--- config.mk ---
export PLATFORM = sky130hd
export DESIGN_NAME = forwardpipe_chain
export DESIGN_NICKNAME = d
export VERILOG_FILES = /design/src/rtl/forwardpipe_chain_pkg.sv /design/src/rtl/forwardpipe_stage.sv /design/src/rtl/forwardpipe_chain.sv
export SDC_FILE = /design/constraint.sdc
export NUM_CORES = 1
export LEC_CHECK = 0
export CAP_MARGIN = 15
export CORE_ASPECT_RATIO = 1.75
export CORE_MARGIN = 3
export CORE_UTILIZATION = 25
export CTS_BUF_LIST = sky130_fd_sc_hd__clkbuf_8 sky130_fd_sc_hd__clkbuf_16
export CTS_CLUSTER_DIAMETER = 120
export DETAILED_ROUTE_END_ITERATION = 7
export SYNTH_ARGS = -nofsm -noshare
export SYNTH_HDL_FRONTEND = slang
export SYNTH_HIERARCHICAL = 1
export SYNTH_SLANG_ARGS = --single-unit
--- constraint.sdc ---
create_clock -name clk -period 3.6 [get_ports clk]
set_input_delay 0.72 -clock clk [delete_from_list [all_inputs] [get_ports clk]]
set_output_delay 0.72 -clock clk [all_outputs]
set_load 0.01 [all_outputs]
--- src/rtl/forwardpipe_chain_pkg.sv ---
// forwardpipe_chain_pkg: shared helpers for the forward register pipeline
package forwardpipe_chain_pkg;

    localparam int DEFAULT_L     = 8;
    localparam int DEFAULT_DEPTH = 2;

    // Occupancy must represent 0..depth inclusive.
    function automatic int occ_width(input int depth);
        return $clog2(depth + 1);
    endfunction

endpackage

--- src/rtl/forwardpipe_stage.sv ---
// forwardpipe_stage: one registered valid/data slot with combinational ready pass-through
module forwardpipe_stage
    import forwardpipe_chain_pkg::*;
#(
    parameter int L = DEFAULT_L
) (
    input  logic         clk,
    input  logic         rst,
    input  logic         flush,
    input  logic         u_valid,
    input  logic [L-1:0] u_data,
    input  logic         r_next,
    output logic         v,
    output logic [L-1:0] d,
    output logic         r
);

    // An empty slot always accepts, so bubbles collapse even while downstream stalls.
    assign r = ~v | r_next;

    // Flush drops validity only; reset also clears the data register.
    always_ff @(posedge clk) begin
        if (rst) begin
            v <= 1'b0;
            d <= '0;
        end else if (flush) begin
            v <= 1'b0;
        end else if (r) begin
            v <= u_valid;
            if (u_valid) d <= u_data;
        end
    end

endmodule

--- src/rtl/forwardpipe_chain.sv ---
// forwardpipe_chain: DEPTH-stage forward-registered valid/ready pipeline with flush and occupancy
module forwardpipe_chain
    import forwardpipe_chain_pkg::*;
#(
    parameter int L     = DEFAULT_L,
    parameter int DEPTH = DEFAULT_DEPTH,
    parameter int OCC_W = occ_width(DEPTH)
) (
    input  logic             clk,
    input  logic             rst,
    input  logic             flush,
    output logic             ready_f,
    input  logic             valid_f,
    input  logic [L-1:0]     data_f,
    input  logic             ready_b,
    output logic             valid_b,
    output logic [L-1:0]     data_b,
    output logic [OCC_W-1:0] occupancy
);

    logic         v [DEPTH];
    logic [L-1:0] d [DEPTH];
    logic [DEPTH:0] r;
    logic in_fire;
    logic out_fire;

    assign r[DEPTH] = ready_b;

    for (genvar i = 0; i < DEPTH; i++) begin : g_stage
        logic         u_valid;
        logic [L-1:0] u_data;
        if (i == 0) begin : g_head
            assign u_valid = valid_f;
            assign u_data  = data_f;
        end else begin : g_body
            assign u_valid = v[i-1];
            assign u_data  = d[i-1];
        end
        forwardpipe_stage #(.L(L)) u_stage (
            .clk     (clk),
            .rst     (rst),
            .flush   (flush),
            .u_valid (u_valid),
            .u_data  (u_data),
            .r_next  (r[i+1]),
            .v       (v[i]),
            .d       (d[i]),
            .r       (r[i])
        );
    end

    // No transfer on either side during a reset or flush cycle.
    assign ready_f  = r[0] & ~rst & ~flush;
    assign valid_b  = v[DEPTH-1] & ~rst & ~flush;
    assign data_b   = d[DEPTH-1];
    assign in_fire  = valid_f & ready_f;
    assign out_fire = valid_b & ready_b;

    // Count of valid stages, tracked from the boundary handshakes.
    always_ff @(posedge clk) begin
        if (rst || flush) occupancy <= '0;
        else occupancy <= occupancy + OCC_W'(in_fire) - OCC_W'(out_fire);
    end

endmodule

==> results.md, run 1 <==
- Number of antenna-violating nets in the routed design: 0
- Proportion of synthesized chip area in sequential cells: roughly two fifths
- Routed via count: approximately 670
- Top-level port count: 25
- Final count of hold timing violations: 0
- Hold slack final: 0.473 ns
- VDD IR-drop max: between 0.00015 and 0.0002 V
- Endpoints failing setup: 0
- Vias in the first global route: 690
- Worst Skew: between 0.006 and 0.007 ns
- Full die area: ~4700 um2
- Drt pass-1 iters: 3
- Die width: 52.9 um
- Worst-margin pin slew: approximately 0.85 ns
- Initial antenna violation count: 0
- Post-synthesis register bit count: 20
- Reported leakage power: 0.463 nW
- Worst flop-to-flop path startpoint: g_stage[1].u_stage/v
- Critical path buffers and inverters: 4
- Area of the core region: 3660 um2
- Critical path's largest stage delay: approximately 0.47 ns
- Final TNS setup: 0 ns
- Hold Crit Endpoint: g_stage[1].u_stage/d[4]
- Count of final max-slew check failures: 0
- Async set-or-reset flop fraction in the synthesized netlist: 0%
- Data arrival time of the critical path: roughly 2.2 ns
- Commonest cells in the netlist: 32 x sky130_fd_sc_hd__nand2b_1, 20 x sky130_fd_sc_hd__dfxtp_1, 16 x sky130_fd_sc_hd__mux2i_1
- Count of yosys warnings during synthesis: 6
- Worst-path maximum fanout: 3
- Most frequent cell after synthesis: sky130_fd_sc_hd__nand2b_1
- Signed area change from the synthesized netlist to the final layout: 36.0%
- Post-Synthesis Mean Instance Area: slightly above 10 um2
- Post-synth EDFFs: 0
- Reg2reg setup slack: 1.92 ns
- Clock tree root buffer cell: sky130_fd_sc_hd__clkbuf_8
- Cell types with the largest area share after synthesis: sky130_fd_sc_hd__dfxtp_1 42%, sky130_fd_sc_hd__nand2b_1 21%, sky130_fd_sc_hd__mux2i_1 17%
- Status: completed
- Capture point of the worst reg-to-reg path: occupancy[1]
- Gp weighted congestion: just over 0.6
- Synthesized cell area: between 900 and 1000 um2
- Pwr Density: between 300 and 400 nW/um2
- Effective utilization at floorplan: between 20% and 30%
- Share of post-route cells with drive strength above 1: around 8.5%
- Largest delay contributor family on the critical path: buffers and inverters
- First-pass GRT wire length: 2950 um
- Highest attainable clock frequency: around 340 MHz
- Worst min-delay path category: flip-flop to flip-flop
- Routed Wire Length: 1810 um
- CTS sink cnt: 20
- Number of I/O port buffers: 24
- Total gr overflow: 0
- Pin count of the biggest net entering global routing: 36
- Critical path data required time: between 2 and 3 ns
- Row count: 29
- Setup fix buffers added after clock tree synthesis: 0
- Antenna diodes: 0
- GRT Resource Usage Total: about 8.7%
- Number of max-capacitance violations reported: 0
- Hold path startpoint: g_stage[1].u_stage/d[4]
- Clock transition at the register clock pins on the worst setup and hold paths after CTS: around 0.08 ns
- Unrepaired setup endpoints after global routing: no
- Number of buffers on the longest clock path: 2
- Worst-skew pair later-pin latency: approximately 0.26 ns
- Setup CP Type: input port to output port
- Cell with the largest stage delay on the worst path: sky130_fd_sc_hd__clkdlybuf4s50_1
- Fill count: 380
- Number of cells on the worst reg-to-reg path: 10
- Number of cells upsized or downsized after cts: 0
- Startpoint kind of the worst setup timing path: input port
- Portion of synthesized cell area occupied by the leading cell type: between 40% and 50%
- Quantity of hold-fixing buffers added after cts: 0
- Hold-critical path depth: 2
- DRC violation total after the first TritonRoute iteration: 13
- Portion of the clock cycle consumed by the worst path in the final layout: between 80% and 90%
- Worst path setup slack after routing: a little under 0.7 ns
- Number of clock buffers inserted by TritonCTS: 3
- Critical Path, Cell by Cell: clkdlybuf4s50_1 > nor2b_4 > inv_1 > nor2b_4 > inv_1 > and2_1 > clkdlybuf4s50_1
- Post-Place Setup Slack: slightly below 0.7 ns
- Detailed Place HPWL: around 1400 um
- Worst rel slew slack: between 40% and 50%
- H-Tree Level Count: 1
- Nets in the synthesized netlist: 108
- Overall die height: slightly below 90 um
- Cell count after synthesis: between 90 and 100
- Clock tree from TritonCTS: built
- Area leader, netlist: sky130_fd_sc_hd__dfxtp_1
- Via density per instance: 4.11
- Critical Path Sink Type: output port
- Final Critical Period: a little under 3 ns
- Post-synth top flop: sky130_fd_sc_hd__dfxtp_1
- Post-synthesis cell type count: 16
- Nets: approximately 130
- Final routed DRC violation total: 0
- Average detailed-routed wire length per instance: around 11 um
[sequential cells by signal, indices dropped and copies added, names as in the netlist]
signal,count
g_stage.u_stage/v,2
g_stage.u_stage/d,16
occupancy,2
[cell families (layout without fill, tap and decap cells)]
family                     Yosys count  after routing  share of synthesized area, %
and+or+nand+nor                     47             47                          32.6
xor gates and xnor gates             1              1                          2.34
muxes                               16             16                          16.6
adders and majority gates            2              2                          2.60
DFF                                 20             20                          41.6
buffers and inverters                7             32                          4.29
[metal layers]
| layer | global-route usage [%] | share of wire [%] |
|---|---|---|
| met1 | 9.48 | 42 |
| met2 | 14.8 | 51 |
| met3 | 2.39 | 5.8 |
| met4 | 4.88 | 1.3 |
| met5 | 0 | 0 |
[worst register-to-register path: cells and delay by family (launching register included)]
kind	cells	cell delay [ns]
xor+xnor	1	0.22
simple gates	4	0.50
fa+ha+maj	2	0.37
buf+inv	3	0.19
flops	1	0.34
[how the worst max path moves through the flow]
| stage | from | endpoint | slack (ns) | cells past startpoint |
|---|---|---|---|---|
| floorplan | ready_b | ready_f | 1.65 | 5 |
| global placement | ready_b | ready_f | 0.69 | 7 |
| detailed placement | ready_b | ready_f | 0.68 | 7 |
| CTS | ready_b | ready_f | 0.67 | 7 |
| global route | flush | valid_b | 0.58 | 4 |
| finish | ready_b | ready_f | 0.68 | 7 |
[final cells by class]
class                           instances  area, um2  area share [%]
Clock buffer                            3       41.3            3.15
Multi-Input combinational cell         66        522            39.8
Tap cell                               46       57.6            4.39
Clock inverter                          1       30.0            2.29
Inverter                                3       11.3           0.860
Sequential cell                        20        400            30.6
Timing Repair Buffer                   25        248            18.9
[placed cells by master (no fill, tap or decap), drive strengths merged]
cell type	synthesis	final
ha	2	2
nand2b	32	32
nor2b	2	2
and2	3	3
xnor3	1	1
and3	1	1
nor3	3	3
dfxtp	20	20
inv	3	3
nor3b	2	2
clkdlybuf4s50	0	24
clkbuf	2	3
buf	2	1
bufinv	0	1
nand3	1	1
nor2	3	3
mux2i	16	16
[power breakdown]
part | leakage, nW | switching, W | internal [W] | total (W)
Sequential | 0.162 | 0.00000316 | 0.000227 | 0.000230
Combinational | 0.265 | 0.0000183 | 0.0000296 | 0.0000479
Clock | 0.0357 | 0.0000738 | 0.000148 | 0.000222
Total | 0.463 | 0.0000953 | 0.000405 | 0.000500
[metrics by stage]
| step | area, um2 | std cells | total power, W | util, % |
|---|---|---|---|---|
| after floorplan | 963 | 93 | 0.000261 | - |
| after global placement | 1240 | 160 | 0.000282 | 33.8 |
| after detailed placement | 1240 | 160 | 0.000284 | 33.8 |
| after CTS | 1310 | 164 | 0.000509 | 35.7 |
| after global routing | 1310 | 164 | 0.000525 | 35.7 |
| final | 1310 | 164 | 0.000500 | 35.7 |
No activity file was read; power rests on OpenSTA's default activity.
==> inputs of run 2 (changes only) <==
Clock period 3.6 ns to 2.65 ns, I/O delays scaled along.
==> results.md, run 2 (synthesized netlist as in run 1, its figures left out) <==
- Number of buffers on the longest clock path: 2
- Setup CP Type: input port to output port
- Number of cells upsized or downsized after cts: 0
- Full die area: ~4700 um2
- Highest attainable clock frequency: 394 MHz
- Final cell utilization of the core: between 30% and 40%
- Final count of hold timing violations: 0
- Nets: about 140
- Fill count: around 400
- Final Critical Period: between 2 and 3 ns
- Critical Path, Cell by Cell: clkdlybuf4s50_1 > nor2b_4 > inv_1 > nor2b_4 > inv_1 > and2_1 > clkdlybuf4s50_1
- Final routed DRC violation total: 0
- Signed area change from the synthesized netlist to the final layout: 36.6%
- Worst min-delay path category: flip-flop to flip-flop
- Setup fix buffers added after clock tree synthesis: 0
- Clock tree root buffer cell: sky130_fd_sc_hd__clkbuf_8
- Cell with the largest stage delay on the worst path: sky130_fd_sc_hd__clkdlybuf4s50_1
- Overall die height: 88.1 um
- Final TNS setup: 0 ns
- Drt pass-1 iters: 4
- Die width: 52.9 um
- Initial antenna violation count: 0
- Share of post-route cells with drive strength above 1: a little over a tenth
- Number of clock buffers inserted by TritonCTS: 3
- Average detailed-routed wire length per instance: 10.9 um
- CTS sink cnt: 20
- Critical Path Sink Type: output port
- Number of antenna-violating nets in the routed design: 0
- Critical path's largest stage delay: 0.47 ns
- H-Tree Level Count: 1
- Highest-count cells in the layout ignoring fill and taps: 32 x sky130_fd_sc_hd__nand2b_1, 24 x sky130_fd_sc_hd__clkdlybuf4s50_1, 20 x sky130_fd_sc_hd__dfxtp_1, 16 x sky130_fd_sc_hd__mux2i_1
- Total gr overflow: 0
- Endpoints failing setup: 0
- Largest registers: g_stage.u_stage/d (16), g_stage.u_stage/v (2), occupancy (2)
- Quantity of hold-fixing buffers added after cts: 0
- Number of max-capacitance violations reported: 0
- VDD IR-drop max: ~0.00021 V
- Worst rel slew slack: between 80 and 90%
- Portion of the clock cycle consumed by the worst path in the final layout: 95.8%
- Gp weighted congestion: around 0.6
- DRC violation total after the first TritonRoute iteration: 5
- Clock tree from TritonCTS: built
- Clock transition at the register clock pins on the worst setup and hold paths after CTS: 0.07 ns
- Top-level port count: 25
- Vias in the first global route: 688
- Via density per instance: around 4.2
- Status: completed
- Routed via count: just over 700
- Worst-margin pin slew: between 0.2 and 0.3 ns
- Top reg by flops: g_stage.u_stage/d
- Count of final max-slew check failures: 0
- Unrepaired setup endpoints after global routing: no
- Row count: 29
- Effective utilization at floorplan: about a quarter
- Number of I/O port buffers: 24
- Startpoint kind of the worst setup timing path: input port
- Largest register FFs: 16
- Worst Skew: about 0.0011 ns
- Most common cell after layout, fill and taps aside: sky130_fd_sc_hd__nand2b_1
- Area of the core region: about 3700 um2
- Pwr Density: 462 nW/um2
- Antenna diodes: 0
- Critical path data required time: 2.12 ns
- Data arrival time of the critical path: 2.01 ns
- First-pass GRT wire length: about 3000 um
- Routed Wire Length: approximately 1800 um
- Pin count of the biggest net entering global routing: 36
- GRT Resource Usage Total: under 10%
- Reported leakage power: 0.471 nW
- Worst-skew pair later-pin latency: 0.25 ns
- Worst-path maximum fanout: 3
- Detailed Place HPWL: roughly 1400 um
[run 2: changes by cell type in the layout (fill, tap and decap cells not counted)]
cell,before,now
sky130_fd_sc_hd__clkbuf_8,3,4
sky130_fd_sc_hd__bufinv_16,1,0
sky130_fd_sc_hd__buf_4,1,4
[run 2: stage by stage]
| stage | setup slack (ns) | cell area [um2] | hold WS (ns) | instances | total power (W) |
|---|---|---|---|---|---|
| floorplan | 0.939 | 963 | 0.449 | 93 | 0.000355 |
| global placement | 0.142 | 1260 | 0.458 | 163 | 0.000387 |
| detailed placement | 0.104 | 1260 | 0.467 | 163 | 0.000389 |
| CTS | 0.0971 | 1320 | 0.480 | 167 | 0.000618 |
| global route | 0.0398 | 1320 | 0.499 | 167 | 0.000640 |
| finish | 0.112 | 1320 | 0.474 | 167 | 0.000608 |
[run 2: area by class of cell]
| cell class | instances | area [um2] | share of cell area [%] |
|---|---|---|---|
| inverters | 3 | 11.3 | 0.856 |
| flip-flops and latches | 20 | 400 | 30.4 |
| multi-input cells | 66 | 522 | 39.6 |
| repair buffers | 28 | 270 | 20.5 |
| clock buffers | 4 | 55.1 | 4.18 |
| well taps | 46 | 57.6 | 4.37 |
[run 2: worst paths after layout]
check                           from                       to  slack [ns]  cells past startpoint
max                          ready_b                  ready_f        0.11                      7
min          g_stage[0].u_stage/d[3]  g_stage[0].u_stage/d[3]        0.47                      2
min reg2reg  g_stage[0].u_stage/d[3]  g_stage[0].u_stage/d[3]        0.47                      2
max reg2reg     g_stage[1].u_stage/v             occupancy[1]        1.00                     10
[run 2: power breakdown]
part,internal (W),switching [W],leakage (nW),total (W)
Clock,0.000132,0.0000948,0.0288,0.000227
Sequential,0.000309,0.00000444,0.162,0.000313
Combinational,0.0000423,0.0000253,0.280,0.0000676
Total,0.000483,0.000124,0.471,0.000608
[run 2: worst max-delay path, delay by kind of cell]
family | cells | cell delay, ns
buffers and inverters | 4 | 1.07
and+or+nand+nor | 3 | 0.42
[run 2: routing by layer]
layer	global-route usage, %	vias to the layer above	share of wire (%)
li1	-	355	-
met1	9.58	330	39
met2	14.9	20	53
met3	2.39	2	6.0
met4	4.88	0	1.3
met5	0	-	0
==> inputs of run 3 (changes only) <==
Clock period 2.65 ns to 3.2 ns, I/O delays scaled along.
==> results.md, run 3 (synthesized netlist as in run 1, its figures left out) <==
- Vias in the first global route: about 680
- Routed via count: roughly 700
- Setup fix buffers added after clock tree synthesis: 0
- CTS sink cnt: 20
- H-Tree Level Count: 1
- Number of antenna-violating nets in the routed design: 0
- DRC violation total after the first TritonRoute iteration: 4
- Critical Path Sink Type: output port
- Top-level port count: 25
- Worst-path maximum fanout: 3
- Clock tree from TritonCTS: built
- Top reg by flops: g_stage.u_stage/d
- Pin count of the biggest net entering global routing: 36
- Clock share of power: 33.4%
- Cell with the largest stage delay on the worst path: sky130_fd_sc_hd__clkdlybuf4s50_1
- Share of post-route cells with drive strength above 1: slightly above 9%
- Gp weighted congestion: 0.611
- Clock transition at the register clock pins on the worst setup and hold paths after CTS: approximately 0.070 ns
- Largest registers: g_stage.u_stage/d (16), g_stage.u_stage/v (2), occupancy (2)
- Total gr overflow: 0
- Count of final max-slew check failures: 0
- Final TNS setup: 0 ns
- Worst-skew pair later-pin latency: about 0.25 ns
- Unrepaired setup endpoints after global routing: no
- Highest attainable clock frequency: 361 MHz
- Average detailed-routed wire length per instance: approximately 11 um
- Effective utilization at floorplan: between 20% and 30%
- Sequential group share of total power: between 50 and 60%
- Most common cell after layout, fill and taps aside: sky130_fd_sc_hd__nand2b_1
- Antenna diodes: 0
- Critical path's largest stage delay: between 0.4 and 0.5 ns
- GRT Resource Usage Total: between 8 and 9%
- Quantity of hold-fixing buffers added after cts: 0
- Critical path data required time: about 2.6 ns
- Row count: 29
- Full die area: roughly 4700 um2
- Initial antenna violation count: 0
- Fill count: around 380
- Drt pass-1 iters: 4
- Area of the core region: ~3700 um2
- Highest-count cells in the layout ignoring fill and taps: 32 x sky130_fd_sc_hd__nand2b_1, 24 x sky130_fd_sc_hd__clkdlybuf4s50_1, 20 x sky130_fd_sc_hd__dfxtp_1, 16 x sky130_fd_sc_hd__mux2i_1
- Switching power as a share of total power: 20.9%
- Largest delay contributor family on the critical path: buffers and inverters
- Final routed DRC violation total: 0
- Worst min-delay path category: flip-flop to flip-flop
- Routed Wire Length: 1750 um
- Number of buffers on the longest clock path: 2
- Portion of the clock cycle consumed by the worst path in the final layout: between 80% and 90%
- Final count of hold timing violations: 0
- Internal power summed over all cells: roughly 0.00037 W
- Combinational power share: 11.6%
- Status: completed
- Critical Path, Cell by Cell: clkdlybuf4s50_1 > nor2b_4 > inv_1 > nor2b_4 > inv_1 > and2_1 > clkdlybuf4s50_1
- Number of I/O port buffers: 24
- Worst-margin pin slew: ~0.27 ns
- Worst rel slew slack: slightly above 80%
- Hold slack final: between 0.4 and 0.5 ns
- Die width: roughly 53 um
- Clock tree root buffer cell: sky130_fd_sc_hd__clkbuf_8
- Worst Skew: approximately 0.0027 ns
- Startpoint kind of the worst setup timing path: input port
- Detailed Place HPWL: approximately 1300 um
- Critical path buffers and inverters: 4
- Reported leakage power: between 0.4 and 0.5 nW
- VDD IR-drop max: about 0.00015 V
- Number of max-capacitance violations reported: 0
- Endpoints failing setup: 0
- Largest register FFs: 16
- Via density per instance: 4.20
- Data arrival time of the critical path: 2.13 ns
- Signed area change from the synthesized netlist to the final layout: 34.4%
- Nets: 136
- Overall die height: 88.1 um
- Final Critical Period: approximately 2.8 ns
- First-pass GRT wire length: approximately 2800 um
- Net load switching power: 0.0000985 W
- Pwr Density: approximately 360 nW/um2
- Setup CP Type: input port to output port
- Number of clock buffers inserted by TritonCTS: 3
- Number of cells upsized or downsized after cts: 0
- Final cell utilization of the core: 35.3%
## run 3: cell types whose count changed in the layout (fill, tap and decap cells not counted)
cell                       delta
sky130_fd_sc_hd__buf_4        -1
sky130_fd_sc_hd__clkbuf_8     -1
## run 3: layout make-up
type / count / area (um2) / share of cell area (%)
Tap cell: 46 / 57.6 / 4.44
Sequential cell: 20 / 400 / 30.9
Inverter: 3 / 11.3 / 0.870
Timing Repair Buffer: 27 / 263 / 20.3
Clock buffer: 3 / 41.3 / 3.19
Multi-Input combinational cell: 66 / 522 / 40.3
## run 3: path summary, 6_finish.rpt
kind / cells past startpoint / slack, ns / from / endpoint
worst max-delay path: 7 / 0.43 / ready_b / ready_f
worst min-delay path: 2 / 0.47 / g_stage[1].u_stage/d[3] / g_stage[1].u_stage/d[3]
worst max register to register: 10 / 1.53 / g_stage[1].u_stage/v / occupancy[1]
worst min register to register: 2 / 0.47 / g_stage[1].u_stage/d[3] / g_stage[1].u_stage/d[3]
## run 3: power groups by stage
| stage | clock network [W] | logic, W | registers (W) |
|---|---|---|---|
| final | 0.000158 | 0.0000550 | 0.000259 |
| after global routing | 0.000175 | 0.0000606 | 0.000260 |
| after CTS | 0.000169 | 0.0000561 | 0.000259 |
| after detailed placement | 0 | 0.0000559 | 0.000265 |
| after global placement | 0 | 0.0000543 | 0.000265 |
| after floorplan | 0 | 0.0000290 | 0.000265 |
## run 3: tightest hold or removal path: stages, from the launching register on
cell,delay (ns)
sky130_fd_sc_hd__dfxtp_1,0.31
sky130_fd_sc_hd__nand2b_1,0.06
sky130_fd_sc_hd__mux2i_1,0.06
## run 3: through the flow
step | instances | setup slack, ns | area [um2] | total power [W]
2_1_floorplan | 93 | 1.38 | 963 | 0.000294
3_3_place_gp | 162 | 0.447 | 1250 | 0.000319
3_5_place_dp | 162 | 0.419 | 1250 | 0.000321
4_1_cts | 165 | 0.423 | 1290 | 0.000485
5_1_grt | 165 | 0.319 | 1290 | 0.000495
6_report | 165 | 0.431 | 1290 | 0.000472
## run 3: metal layers
metal	GRT usage, %	share of wire [%]	wire [um]
met3	2.04	6.1	106
met5	0	0	0
met2	14.0	52	906
met4	5.58	1.4	24
met1	8.83	41	715
